===== config.mk =====
export PLATFORM = sky130hd
export DESIGN_NAME = wb_matrix_job_master_flat
export DESIGN_NICKNAME = d
export VERILOG_FILES = /design/src/rtl/wb_matrix_job_master_if.sv /design/src/rtl/wb_matrix_job_master.sv /design/src/flat_wrapper.sv
export SDC_FILE = /design/constraint.sdc
export NUM_CORES = 2
export LEC_CHECK = 0
export ABC_AREA = 1
export CAP_MARGIN = 25
export CORE_MARGIN = 5
export CORE_UTILIZATION = 41
export CTS_CLUSTER_SIZE = 30
export DETAILED_ROUTE_END_ITERATION = 10
export GPL_ROUTABILITY_DRIVEN = 0
export SYNTH_ARGS = -nofsm -noshare
export SYNTH_HDL_FRONTEND = slang
export SYNTH_SLANG_ARGS = --single-unit

===== constraint.sdc =====
create_clock -name wb_clk_i -period 7.6 [get_ports wb_clk_i]
set_input_delay 0.76 -clock wb_clk_i [delete_from_list [all_inputs] [get_ports wb_clk_i]]
set_output_delay 0.76 -clock wb_clk_i [all_outputs]
set_load 0.005 [all_outputs]

===== src/rtl/wb_matrix_job_master_if.sv =====
// Wishbone classic bus bundle between the job master and the accelerator.
interface wb_matrix_job_master_if;
  logic        wb_cyc_o;
  logic        wb_stb_o;
  logic        wb_we_o;
  logic [31:0] wb_adr_o;
  logic [31:0] wb_dat_o;
  logic [3:0]  wb_sel_o;
  logic        wb_ack_i;
  logic [31:0] wb_dat_i;

  modport master (
    output wb_cyc_o, wb_stb_o, wb_we_o,
    output wb_adr_o, wb_dat_o, wb_sel_o,
    input  wb_ack_i, wb_dat_i
  );

  modport slave (
    input  wb_cyc_o, wb_stb_o, wb_we_o,
    input  wb_adr_o, wb_dat_o, wb_sel_o,
    output wb_ack_i, wb_dat_i
  );
endinterface


===== src/rtl/wb_matrix_job_master.sv =====
// Wishbone initiator running one matrix job on the accelerator:
// header, operands, GO, then read back each result word.
module wb_matrix_job_master #(
  parameter logic [31:0] BASE_ADDR    = 32'h3010_0000,
  parameter int          IN_MEM_SIZE  = 64,
  parameter int          OUT_MEM_SIZE = 16,
  parameter int          TIMEOUT      = 1024,
  parameter int          MAX_RETRY    = 15
) (
  input  logic        wb_clk_i,
  input  logic        wb_rst_i,
  input  logic        job_start_i,
  input  logic [31:0] job_op_i,
  input  logic [15:0] job_wa_i,
  input  logic [15:0] job_ha_i,
  input  logic [15:0] job_wb_i,
  input  logic [15:0] job_hb_i,
  input  logic [31:0] op_data_i,
  input  logic        op_valid_i,
  output logic        op_ready_o,
  output logic [31:0] res_data_o,
  output logic        res_valid_o,
  input  logic        res_ready_i,
  output logic        job_busy_o,
  output logic        job_done_o,
  output logic        job_err_o,
  wb_matrix_job_master_if.master wb
);

  localparam int TW = $clog2(TIMEOUT + 1);
  localparam int RW = $clog2(MAX_RETRY + 2);

  typedef enum logic [3:0] {
    S_IDLE, S_CHECK, S_WR_HDR, S_WR_OPS,
    S_WR_GO, S_RD_RES, S_PUSH, S_DONE, S_ERR
  } state_t;

  state_t      state_q, state_d;
  logic        cyc_q, cyc_d;
  logic        we_q, we_d;
  logic [31:0] adr_q, adr_d;
  logic [31:0] dat_q, dat_d;
  logic [15:0] idx_q, idx_d;
  logic [TW-1:0] tmo_q, tmo_d;
  logic [RW-1:0] rty_q, rty_d;
  logic [31:0] op_q, op_d;
  logic [15:0] wa_q, wa_d, ha_q, ha_d;
  logic [15:0] wb_q, wb_d, hb_q, hb_d;
  logic [15:0] nops_q, nops_d;
  logic [15:0] nres_q, nres_d;
  logic [31:0] res_q, res_d;
  logic        rv_q, rv_d;
  logic        err_q, err_d;

  logic        ack, xfer;
  logic [31:0] word, wdat;
  logic [31:0] nops_w, nres_w;

  assign nops_w = 32'(wa_q) * 32'(ha_q)
                + 32'(wb_q) * 32'(hb_q);
  assign nres_w = 32'(ha_q) * 32'(wb_q);
  assign ack    = cyc_q & wb.wb_ack_i;

  always_comb begin
    state_d = state_q;
    cyc_d   = cyc_q;
    we_d    = we_q;
    adr_d   = adr_q;
    dat_d   = dat_q;
    idx_d   = idx_q;
    tmo_d   = tmo_q;
    rty_d   = rty_q;
    op_d    = op_q;
    wa_d    = wa_q;
    ha_d    = ha_q;
    wb_d    = wb_q;
    hb_d    = hb_q;
    nops_d  = nops_q;
    nres_d  = nres_q;
    res_d   = res_q;
    rv_d    = rv_q;
    err_d   = err_q;
    word    = '0;
    wdat    = '0;
    xfer    = 1'b0;

    unique case (state_q)
      S_IDLE: begin
        if (job_start_i) begin
          op_d    = job_op_i;
          wa_d    = job_wa_i;
          ha_d    = job_ha_i;
          wb_d    = job_wb_i;
          hb_d    = job_hb_i;
          err_d   = 1'b0;
          state_d = S_CHECK;
        end
      end
      S_CHECK: begin
        if (nops_w > 32'(IN_MEM_SIZE - 6) ||
            nres_w > 32'(OUT_MEM_SIZE) ||
            nres_w == 32'd0) begin
          err_d   = 1'b1;
          state_d = S_ERR;
        end else begin
          nops_d  = nops_w[15:0];
          nres_d  = nres_w[15:0];
          idx_d   = '0;
          state_d = S_WR_HDR;
        end
      end
      S_WR_HDR: begin
        xfer = 1'b1;
        word = 32'(idx_q);
        unique case (idx_q)
          16'd0:   wdat = op_q;
          16'd1:   wdat = {16'b0, wa_q};
          16'd2:   wdat = {16'b0, ha_q};
          16'd3:   wdat = {16'b0, wb_q};
          default: wdat = {16'b0, hb_q};
        endcase
        if (ack) begin
          if (idx_q == 16'd4) begin
            idx_d   = '0;
            state_d = (nops_q == '0) ? S_WR_GO : S_WR_OPS;
          end else begin
            idx_d = idx_q + 16'd1;
          end
        end
      end
      S_WR_OPS: begin
        xfer = op_valid_i;
        word = 32'd6 + 32'(idx_q);
        wdat = op_data_i;
        if (ack) begin
          if (idx_q == nops_q - 16'd1) begin
            idx_d   = '0;
            state_d = S_WR_GO;
          end else begin
            idx_d = idx_q + 16'd1;
          end
        end
      end
      S_WR_GO: begin
        xfer = 1'b1;
        word = 32'd5;
        wdat = 32'hFFFF_FFFF;
        if (ack) begin
          idx_d   = '0;
          state_d = S_RD_RES;
        end
      end
      S_RD_RES: begin
        xfer = 1'b1;
        word = 32'(IN_MEM_SIZE) + 32'(idx_q);
        if (ack) begin
          res_d   = wb.wb_dat_i;
          rv_d    = 1'b1;
          state_d = S_PUSH;
        end
      end
      S_PUSH: begin
        if (res_ready_i) begin
          rv_d = 1'b0;
          if (idx_q == nres_q - 16'd1) begin
            state_d = S_DONE;
          end else begin
            idx_d   = idx_q + 16'd1;
            state_d = S_RD_RES;
          end
        end
      end
      S_DONE:  state_d = S_IDLE;
      S_ERR:   state_d = S_IDLE;
      default: state_d = S_IDLE;
    endcase

    // Idle bus cycle after any ack or timeout gives the slave its gap.
    if (xfer && !cyc_q) begin
      cyc_d = 1'b1;
      we_d  = (state_q != S_RD_RES);
      adr_d = BASE_ADDR + (word << 2);
      dat_d = (state_q != S_RD_RES) ? wdat : '0;
      tmo_d = '0;
    end else if (ack) begin
      cyc_d = 1'b0;
      tmo_d = '0;
      rty_d = '0;
    end else if (cyc_q) begin
      if (tmo_q == TW'(TIMEOUT - 1)) begin
        cyc_d = 1'b0;
        tmo_d = '0;
        if (rty_q == RW'(MAX_RETRY)) begin
          err_d   = 1'b1;
          state_d = S_ERR;
        end else begin
          rty_d = rty_q + RW'(1);
        end
      end else begin
        tmo_d = tmo_q + TW'(1);
      end
    end
  end

  always_ff @(posedge wb_clk_i) begin
    if (!wb_rst_i) begin
      state_q <= S_IDLE;
      cyc_q   <= 1'b0;
      we_q    <= 1'b0;
      adr_q   <= '0;
      dat_q   <= '0;
      idx_q   <= '0;
      tmo_q   <= '0;
      rty_q   <= '0;
      op_q    <= '0;
      wa_q    <= '0;
      ha_q    <= '0;
      wb_q    <= '0;
      hb_q    <= '0;
      nops_q  <= '0;
      nres_q  <= '0;
      res_q   <= '0;
      rv_q    <= 1'b0;
      err_q   <= 1'b0;
    end else begin
      state_q <= state_d;
      cyc_q   <= cyc_d;
      we_q    <= we_d;
      adr_q   <= adr_d;
      dat_q   <= dat_d;
      idx_q   <= idx_d;
      tmo_q   <= tmo_d;
      rty_q   <= rty_d;
      op_q    <= op_d;
      wa_q    <= wa_d;
      ha_q    <= ha_d;
      wb_q    <= wb_d;
      hb_q    <= hb_d;
      nops_q  <= nops_d;
      nres_q  <= nres_d;
      res_q   <= res_d;
      rv_q    <= rv_d;
      err_q   <= err_d;
    end
  end

  assign wb.wb_cyc_o = cyc_q;
  assign wb.wb_stb_o = cyc_q;
  assign wb.wb_we_o  = we_q;
  assign wb.wb_adr_o = adr_q;
  assign wb.wb_dat_o = dat_q;
  assign wb.wb_sel_o = 4'hF;

  assign op_ready_o  = (state_q == S_WR_OPS) & ack;
  assign res_data_o  = res_q;
  assign res_valid_o = rv_q;
  assign job_err_o   = err_q;
  assign job_done_o  = (state_q == S_DONE);
  assign job_busy_o  = !(state_q inside {S_IDLE, S_DONE, S_ERR});

endmodule

===== src/flat_wrapper.sv =====
// flat-port wrapper written by rule: the top's interface ports become plain ports
module wb_matrix_job_master_flat 
#(
  parameter logic [31:0] BASE_ADDR    = 32'h3010_0000,
  parameter int          IN_MEM_SIZE  = 64,
  parameter int          OUT_MEM_SIZE = 16,
  parameter int          TIMEOUT      = 1024,
  parameter int          MAX_RETRY    = 15
)
  (wb_clk_i, wb_rst_i, job_start_i, job_op_i, job_wa_i, job_ha_i, job_wb_i, job_hb_i, op_data_i, op_valid_i, op_ready_o, res_data_o, res_valid_o, res_ready_i, job_busy_o, job_done_o, job_err_o, wb_wb_cyc_o, wb_wb_stb_o, wb_wb_we_o, wb_wb_adr_o, wb_wb_dat_o, wb_wb_sel_o, wb_wb_ack_i, wb_wb_dat_i);
  wb_matrix_job_master_if wb_i ();
  input  logic wb_clk_i;
  input  logic wb_rst_i;
  input  logic job_start_i;
  input  logic [31:0] job_op_i;
  input  logic [15:0] job_wa_i;
  input  logic [15:0] job_ha_i;
  input  logic [15:0] job_wb_i;
  input  logic [15:0] job_hb_i;
  input  logic [31:0] op_data_i;
  input  logic op_valid_i;
  output logic op_ready_o;
  output logic [31:0] res_data_o;
  output logic res_valid_o;
  input  logic res_ready_i;
  output logic job_busy_o;
  output logic job_done_o;
  output logic job_err_o;
  output wire logic [$bits(wb_i.wb_cyc_o)-1:0] wb_wb_cyc_o;
  output wire logic [$bits(wb_i.wb_stb_o)-1:0] wb_wb_stb_o;
  output wire logic [$bits(wb_i.wb_we_o)-1:0] wb_wb_we_o;
  output wire logic [$bits(wb_i.wb_adr_o)-1:0] wb_wb_adr_o;
  output wire logic [$bits(wb_i.wb_dat_o)-1:0] wb_wb_dat_o;
  output wire logic [$bits(wb_i.wb_sel_o)-1:0] wb_wb_sel_o;
  input wire logic [$bits(wb_i.wb_ack_i)-1:0] wb_wb_ack_i;
  input wire logic [$bits(wb_i.wb_dat_i)-1:0] wb_wb_dat_i;
  assign wb_wb_cyc_o = wb_i.wb_cyc_o;
  assign wb_wb_stb_o = wb_i.wb_stb_o;
  assign wb_wb_we_o = wb_i.wb_we_o;
  assign wb_wb_adr_o = wb_i.wb_adr_o;
  assign wb_wb_dat_o = wb_i.wb_dat_o;
  assign wb_wb_sel_o = wb_i.wb_sel_o;
  assign wb_i.wb_ack_i = wb_wb_ack_i;
  assign wb_i.wb_dat_i = wb_wb_dat_i;
  wb_matrix_job_master #(.BASE_ADDR(BASE_ADDR), .IN_MEM_SIZE(IN_MEM_SIZE), .OUT_MEM_SIZE(OUT_MEM_SIZE), .TIMEOUT(TIMEOUT), .MAX_RETRY(MAX_RETRY)) u_core (.wb_clk_i(wb_clk_i), .wb_rst_i(wb_rst_i), .job_start_i(job_start_i), .job_op_i(job_op_i), .job_wa_i(job_wa_i), .job_ha_i(job_ha_i), .job_wb_i(job_wb_i), .job_hb_i(job_hb_i), .op_data_i(op_data_i), .op_valid_i(op_valid_i), .op_ready_o(op_ready_o), .res_data_o(res_data_o), .res_valid_o(res_valid_o), .res_ready_i(res_ready_i), .job_busy_o(job_busy_o), .job_done_o(job_done_o), .job_err_o(job_err_o), .wb(wb_i));
endmodule

==> After elaboration in Yosys (flattened, before gate mapping) <==
Cells that the tools add are included.
{ "totals": {"in_bits": 166, "output_inout_bits": 108, "word_cells": 135, "ff_bits": 264} }
{ "classes": {"mul": 3, "bitwise_logic": 5, "addsub": 9, "n_eq_ne": 25, "mux": 51, "order_cmp": 2, "reduce_logical": 22} }
{ "ops": {"columns": ["cell", "count"], "rows": [
  ["16-bit 2-to-1 mux", 8],
  ["32-bit case mux with 4 select lines", 1],
  ["30-bit case mux with 4 select lines", 1],
  ["16-bit by 16-bit multiplier with 32-bit output", 3],
  ["32-bit case mux with 3 select lines", 1],
  ["16-bit case mux with 5 select lines", 1],
  ["4-bit 2-to-1 mux", 14],
  ["30-bit by 32-bit adder with 32-bit output (first input constant)", 1],
  ["32-bit adder", 1],
  ["16-bit == test", 2],
  ["16-bit by 2-bit == test with 1-bit output (second input constant)", 2],
  ["32-bit by 5-bit > comparator with 1-bit output (second input constant)", 1],
  ["32-bit by 6-bit > comparator with 1-bit output (second input constant)", 1],
  ["16-bit logical NOT", 2],
  ["32-bit logical NOT", 1],
  ["32-bit 2-to-1 mux", 1],
  ["16-bit by 1-bit subtractor with 16-bit output (second input constant)", 2],
  ["4-bit case mux with 7 select lines", 1],
  ["5-bit 2-to-1 mux", 4],
  ["3-bit by 16-bit adder with 17-bit output (first input constant)", 1],
  ["7-bit by 16-bit adder with 17-bit output (first input constant)", 1],
  ["16-bit by 1-bit adder with 16-bit output (second input constant)", 1],
  ["16-bit by 1-bit == test with 1-bit output (second input constant)", 1],
  ["16-bit by 3-bit == test with 1-bit output (second input constant)", 1],
  ["other kinds (30)", 64]
]} }

==> Logic depth before layout (Yosys ltp) <==
{ "logic_depth": {"depth_word": 12, "depth_mapped": 42, "ltp_nobuf": 39} }

==> Worst setup path before layout <==
OpenSTA, ideal clock, no wires.
{ "synth_path": {"path_type": "reg-to-reg", "start": "reg u_core.wa_q[11]", "end": "reg u_core.nres_q[12]", "setup_slack_ns": 0.521, "arrival_ns": 6.959, "path_stages_with_launch": 35, "cell_sequence": "dfxtp_1 clkbuf_1 clkbuf_1 nand2_1 fa_1 inv_1 fa_1 fa_1 inv_1 fa_1 inv_1 fa_1 fa_1 fa_1 inv_1 fa_1 inv_1 ha_1 a21oi_1 o21ai_0 a21oi_1 nand3_1 nand2_1 nand2_1 nand2_1 nand2_1 nor2_1 nand3_1 nor2_1 nand2_1 inv_2 nand2_4 nand2_1 buf_2 a21oi_1"} }
{ "synth_between": {"elab_chain_len": 7} }
{ "synth_rtl": {"columns": ["item", "line_no", "source"], "rows": [
  ["start: declaration", "wb_matrix_job_master.sv:47", "logic [15:0] wa_q, wa_d, ha_q, ha_d;"],
  ["start signal: assignment", "wb_matrix_job_master.sv:235", "wa_q <= wa_d;"],
  ["16-bit by 16-bit multiplier with 32-bit output", "wb_matrix_job_master.sv:59", "assign nops_w = 32'(wa_q) * 32'(ha_q)"],
  ["32-bit adder", "wb_matrix_job_master.sv:60", "+ 32'(wb_q) * 32'(hb_q);"],
  ["32-bit by 6-bit > comparator with 1-bit output", "wb_matrix_job_master.sv:100", "if (nops_w > 32'(IN_MEM_SIZE - 6) ||"],
  ["1-bit logical OR", "wb_matrix_job_master.sv:100", null],
  ["1-bit logical OR", "wb_matrix_job_master.sv:101", "nres_w > 32'(OUT_MEM_SIZE) ||"],
  ["1-bit NOT (no source line)", null, null],
  ["2-bit AND reduction (no source line)", null, null],
  ["end signal: assignment", "wb_matrix_job_master.sv:240", "nres_q <= nres_d;"],
  ["end: declaration", "wb_matrix_job_master.sv:50", "logic [15:0] nres_q, nres_d;"]
]} }
No other way between the ends.
A chain may end at the register's enable or synchronous reset.

==> Worst setup path in the final report <==
{ "layout_path": {"start": "reg u_core.ha_q[4]", "end": "reg u_core.nops_q[13]"} }
{ "layout_between": {"elab_chain_len": 7, "elab_cells_between_ends": 10} }
{ "layout_rtl": {"columns": ["item", "line_no", "source"], "rows": [
  ["start: declaration", "wb_matrix_job_master.sv:47", null],
  ["start signal: assignment", "wb_matrix_job_master.sv:217", "ha_q <= '0;"],
  ["start signal: assignment", "wb_matrix_job_master.sv:236", "ha_q <= ha_d;"],
  ["16-bit by 16-bit multiplier with 32-bit output", "wb_matrix_job_master.sv:59", null],
  ["32-bit adder", "wb_matrix_job_master.sv:60", null],
  ["32-bit by 6-bit > comparator with 1-bit output", "wb_matrix_job_master.sv:100", null],
  ["1-bit logical OR", "wb_matrix_job_master.sv:100", null],
  ["1-bit logical OR", "wb_matrix_job_master.sv:101", null],
  ["1-bit NOT (no source line)", null, null],
  ["2-bit AND reduction (no source line)", null, null],
  ["end signal: assignment", "wb_matrix_job_master.sv:239", "nops_q <= nops_d;"],
  ["end: declaration", "wb_matrix_job_master.sv:49", "logic [15:0] nops_q, nops_d;"]
]} }
Parallel ways exist; a longest one is shown, timed or not.

==> metrics.txt <==
status=completed; setup TNS=0 ns; Comb pwr share=0.685; Clock Pin Slew Worst Setup and Hold Paths=0.06 ns; CP max FO=17; drt pass-1 iters=6; Final ANT Viol Nets=0; max_cap viols=0; CP peak stage delay=0.58 ns; DR WL/cell=18.49 um; CTS max path bufs=3; r2r worst-path depth=36; worst-margin pin slew=1.001 ns; placed wire-length estimate=107,600 um; WS Path Type=reg2reg; Area contributors post-synth=fa_1 32%, inv_1 14%, nand2_1 13%; Final Util=0.4803; switching part of the total=0.4804; top-area cell type share of the netlist area=0.3216; pre-CTS setup slack=-0.1729 ns; synth unique cells=50; cell-internal power=4.831 mW; Core Area=96,570 um2; Mapped Avg Cell Area=7.216 um2; Max Clock Skew=0.01696 ns; placed insts=6,945; worst reg2reg path endpoint=u_core.nops_q[13]; Remaining Overflow, GRT=0; Cell Pwr Density=200.4 nW/um2; Final #Nets=6,829; Slew headroom=0.3312; origin of the worst min-delay path=u_core.op_q[28]; cell count after synthesis=5,522; top_reg_cell synth=dfxtp_1; final setup vio count=0; Vias=34,720; fmax=0.1373 GHz; WL final=129,700 um; Crit-path slowest cell=fa_1; die area=103,500 um2; Clock power frac=0.159; post-synthesis cell area=39,840 um2; Setup WS post-layout=0.3160 ns; WHS Endpoint=u_core.op_q[28]; initial drt markers=2,131; reg-to-reg critical path startpoint=u_core.ha_q[4]; Initial Util=0.4126; sequential fraction of design power=0.156; Cells on Worst Hold Path=2; # hold bufs at CTS=0; Final Max Tran Viols=0; most frequent CP cell=nand2_1; Final Hold Fails=0; largest net degree at the start of global routing=83; TritonCTS Sinks=250; vias in the first global route=35,840; flop-to-flop setup slack=0.32 ns; Area growth syn-to-layout=16.41%; period utilization=0.9584; Worst setup EP type=flop; P_sw=4.466 mW; most frequent cells in the layout=1,440 x inv_1, 1,395 x nand2_1, 639 x fa_1, 296 x a21oi_1, 295 x ha_1; sequential share of the synthesized area=0.1256; share of cells above drive strength 1=0.06696; FF+latch count, synth=250; commonest non-fill, non-tap cell in the layout=inv_1; CP arrival=7.75 ns; post-route insts no fill=7,016; via/cell ratio=4.948; Hold Crit Class=reg2reg; DRC viols=0; post-synth top area cell=fa_1; IO Count=274; CTS tree=built; antenna violations before repair=9; # port buffers=257; worst skew pair latency=0.60 ns; CP Launch Type=flop; min cycle time layout=7.284 ns; Tot GR Track Use=0.2473; Synthesis Warnings=0; WP data required=8.07 ns; num rows=114; Max IR drop VDD=290.6 uV; die height=321.7 um; P_leak=25.27 nW; first-pass GRT wire length=201,500 um; Post-synth EDFFs=0; asr flop ratio synth=0; Die Wd=321.7 um; CTS Buf Count=29; H-tree depth=1; root buf cell=clkbuf_16
## worst max path at each step
stage                     from                 to  cells past startpoint
2_1_floorplan  u_core.wa_q[11]  u_core.nres_q[12]                     34
3_3_place_gp   u_core.wb_q[10]    u_core.idx_q[4]                     34
3_5_place_dp    u_core.wa_q[6]   u_core.job_err_o                     31
4_1_cts         u_core.wa_q[9]   u_core.nops_q[7]                     31
5_1_grt        u_core.ha_q[10]   u_core.nops_q[4]                     35
6_report        u_core.ha_q[4]  u_core.nops_q[13]                     36
## power groups by stage
stage / Combinational (mW) / Clock, mW / Sequential (mW)
2_1_floorplan: 3.60 / 0 / 1.40
3_3_place_gp: 5.55 / 0 / 1.47
3_5_place_dp: 5.59 / 0 / 1.47
4_1_cts: 5.63 / 1.51 / 1.45
5_1_grt: 7.12 / 1.56 / 1.46
6_report: 6.37 / 1.48 / 1.45
## repair_timing
action	4_1_cts	5_1_grt
setup buffers	0	8
cloned	0	5
endpoints found under the setup margin	51	51
gates resized for setup	6	118
hold endpoints to repair	0	0
pin swaps	0	23
## synth_stat cells, types with 4 or more instances
master and count:
clkbuf_1 283, or2_2 4, nor3_1 26, nor3b_1 6
nand2_1 1409, o21ai_0 147, fa_1 640, ha_1 310
nor2_2 5, inv_1 1443, xnor2_1 29, o31ai_1 33
nand3_1 170, buf_2 12, a21oi_1 303, nand3b_1 10
o21bai_1 12, buf_1 4, nor2_1 226, o211ai_1 8
inv_2 6, nand4_1 33, o22ai_1 34, buf_4 22
dfxtp_1 250, xor2_1 51, a31oi_1 9
## registers in the layout, indices dropped and copies added, names as in the netlist, 16 cells and up
name	flops
u_core.nres_q	16
u_core.wb.wb_dat_o	32
u_core.wa_q	16
u_core.op_q	32
u_core.idx_q	16
u_core.hb_q	16
u_core.res_data_o	32
u_core.nops_q	16
u_core.wb_q	16
u_core.wb.wb_adr_o	18
u_core.ha_q	16
## area by class of cell
class	instances	area, um2
clock buffers	43	858.3
multi-input cells	3513	28560
diodes	5	12.51
inverters	1451	5450
fillers	9593	50180
clock inverters	10	127.6
flip-flops and latches	250	5070
well taps	1276	1597
repair buffers	468	4707
## routing by layer
metal | global-route usage | vias up | wire length, um
met2 | 0.4024 | 1133 | 58230
li1 | - | 16540 | -
met4 | 0.07504 | 8 | 4611
met5 | 0 | - | 48
met1 | 0.3214 | 16830 | 54570
met3 | 0.07113 | 211 | 12270
## per-stage QoR
step           power [mW]  hold WS [ns]  area, um2
6_report            9.296        0.4494      46380
5_1_grt             10.13        0.4782      46380
4_1_cts             8.587        0.4502      45740
3_5_place_dp        7.067        0.4394      44740
3_3_place_gp        7.021        0.4314      44730
2_1_floorplan       4.999        0.4294      39900
## critical path: cells and delay by family (launching register included)
kind	cells	cell delay [ns]
and+or+nand+nor	19	1.55
buffers and inverters	8	0.87
DFF	1	0.42
adders and majority gates	9	4.28
## cells by family after synthesis
| kind of cell | after synthesis | synth area share |
|---|---|---|
| other cells | 2 | 0.0001885 |
| flops | 250 | 0.1256 |
| xor+xnor | 80 | 0.01759 |
| buf+inv | 1773 | 0.1697 |
| fa+ha+maj | 950 | 0.4189 |
| compound gates | 565 | 0.07728 |
| simple gates | 1902 | 0.1908 |
Note: power is estimated with default switching activity, not from simulation.
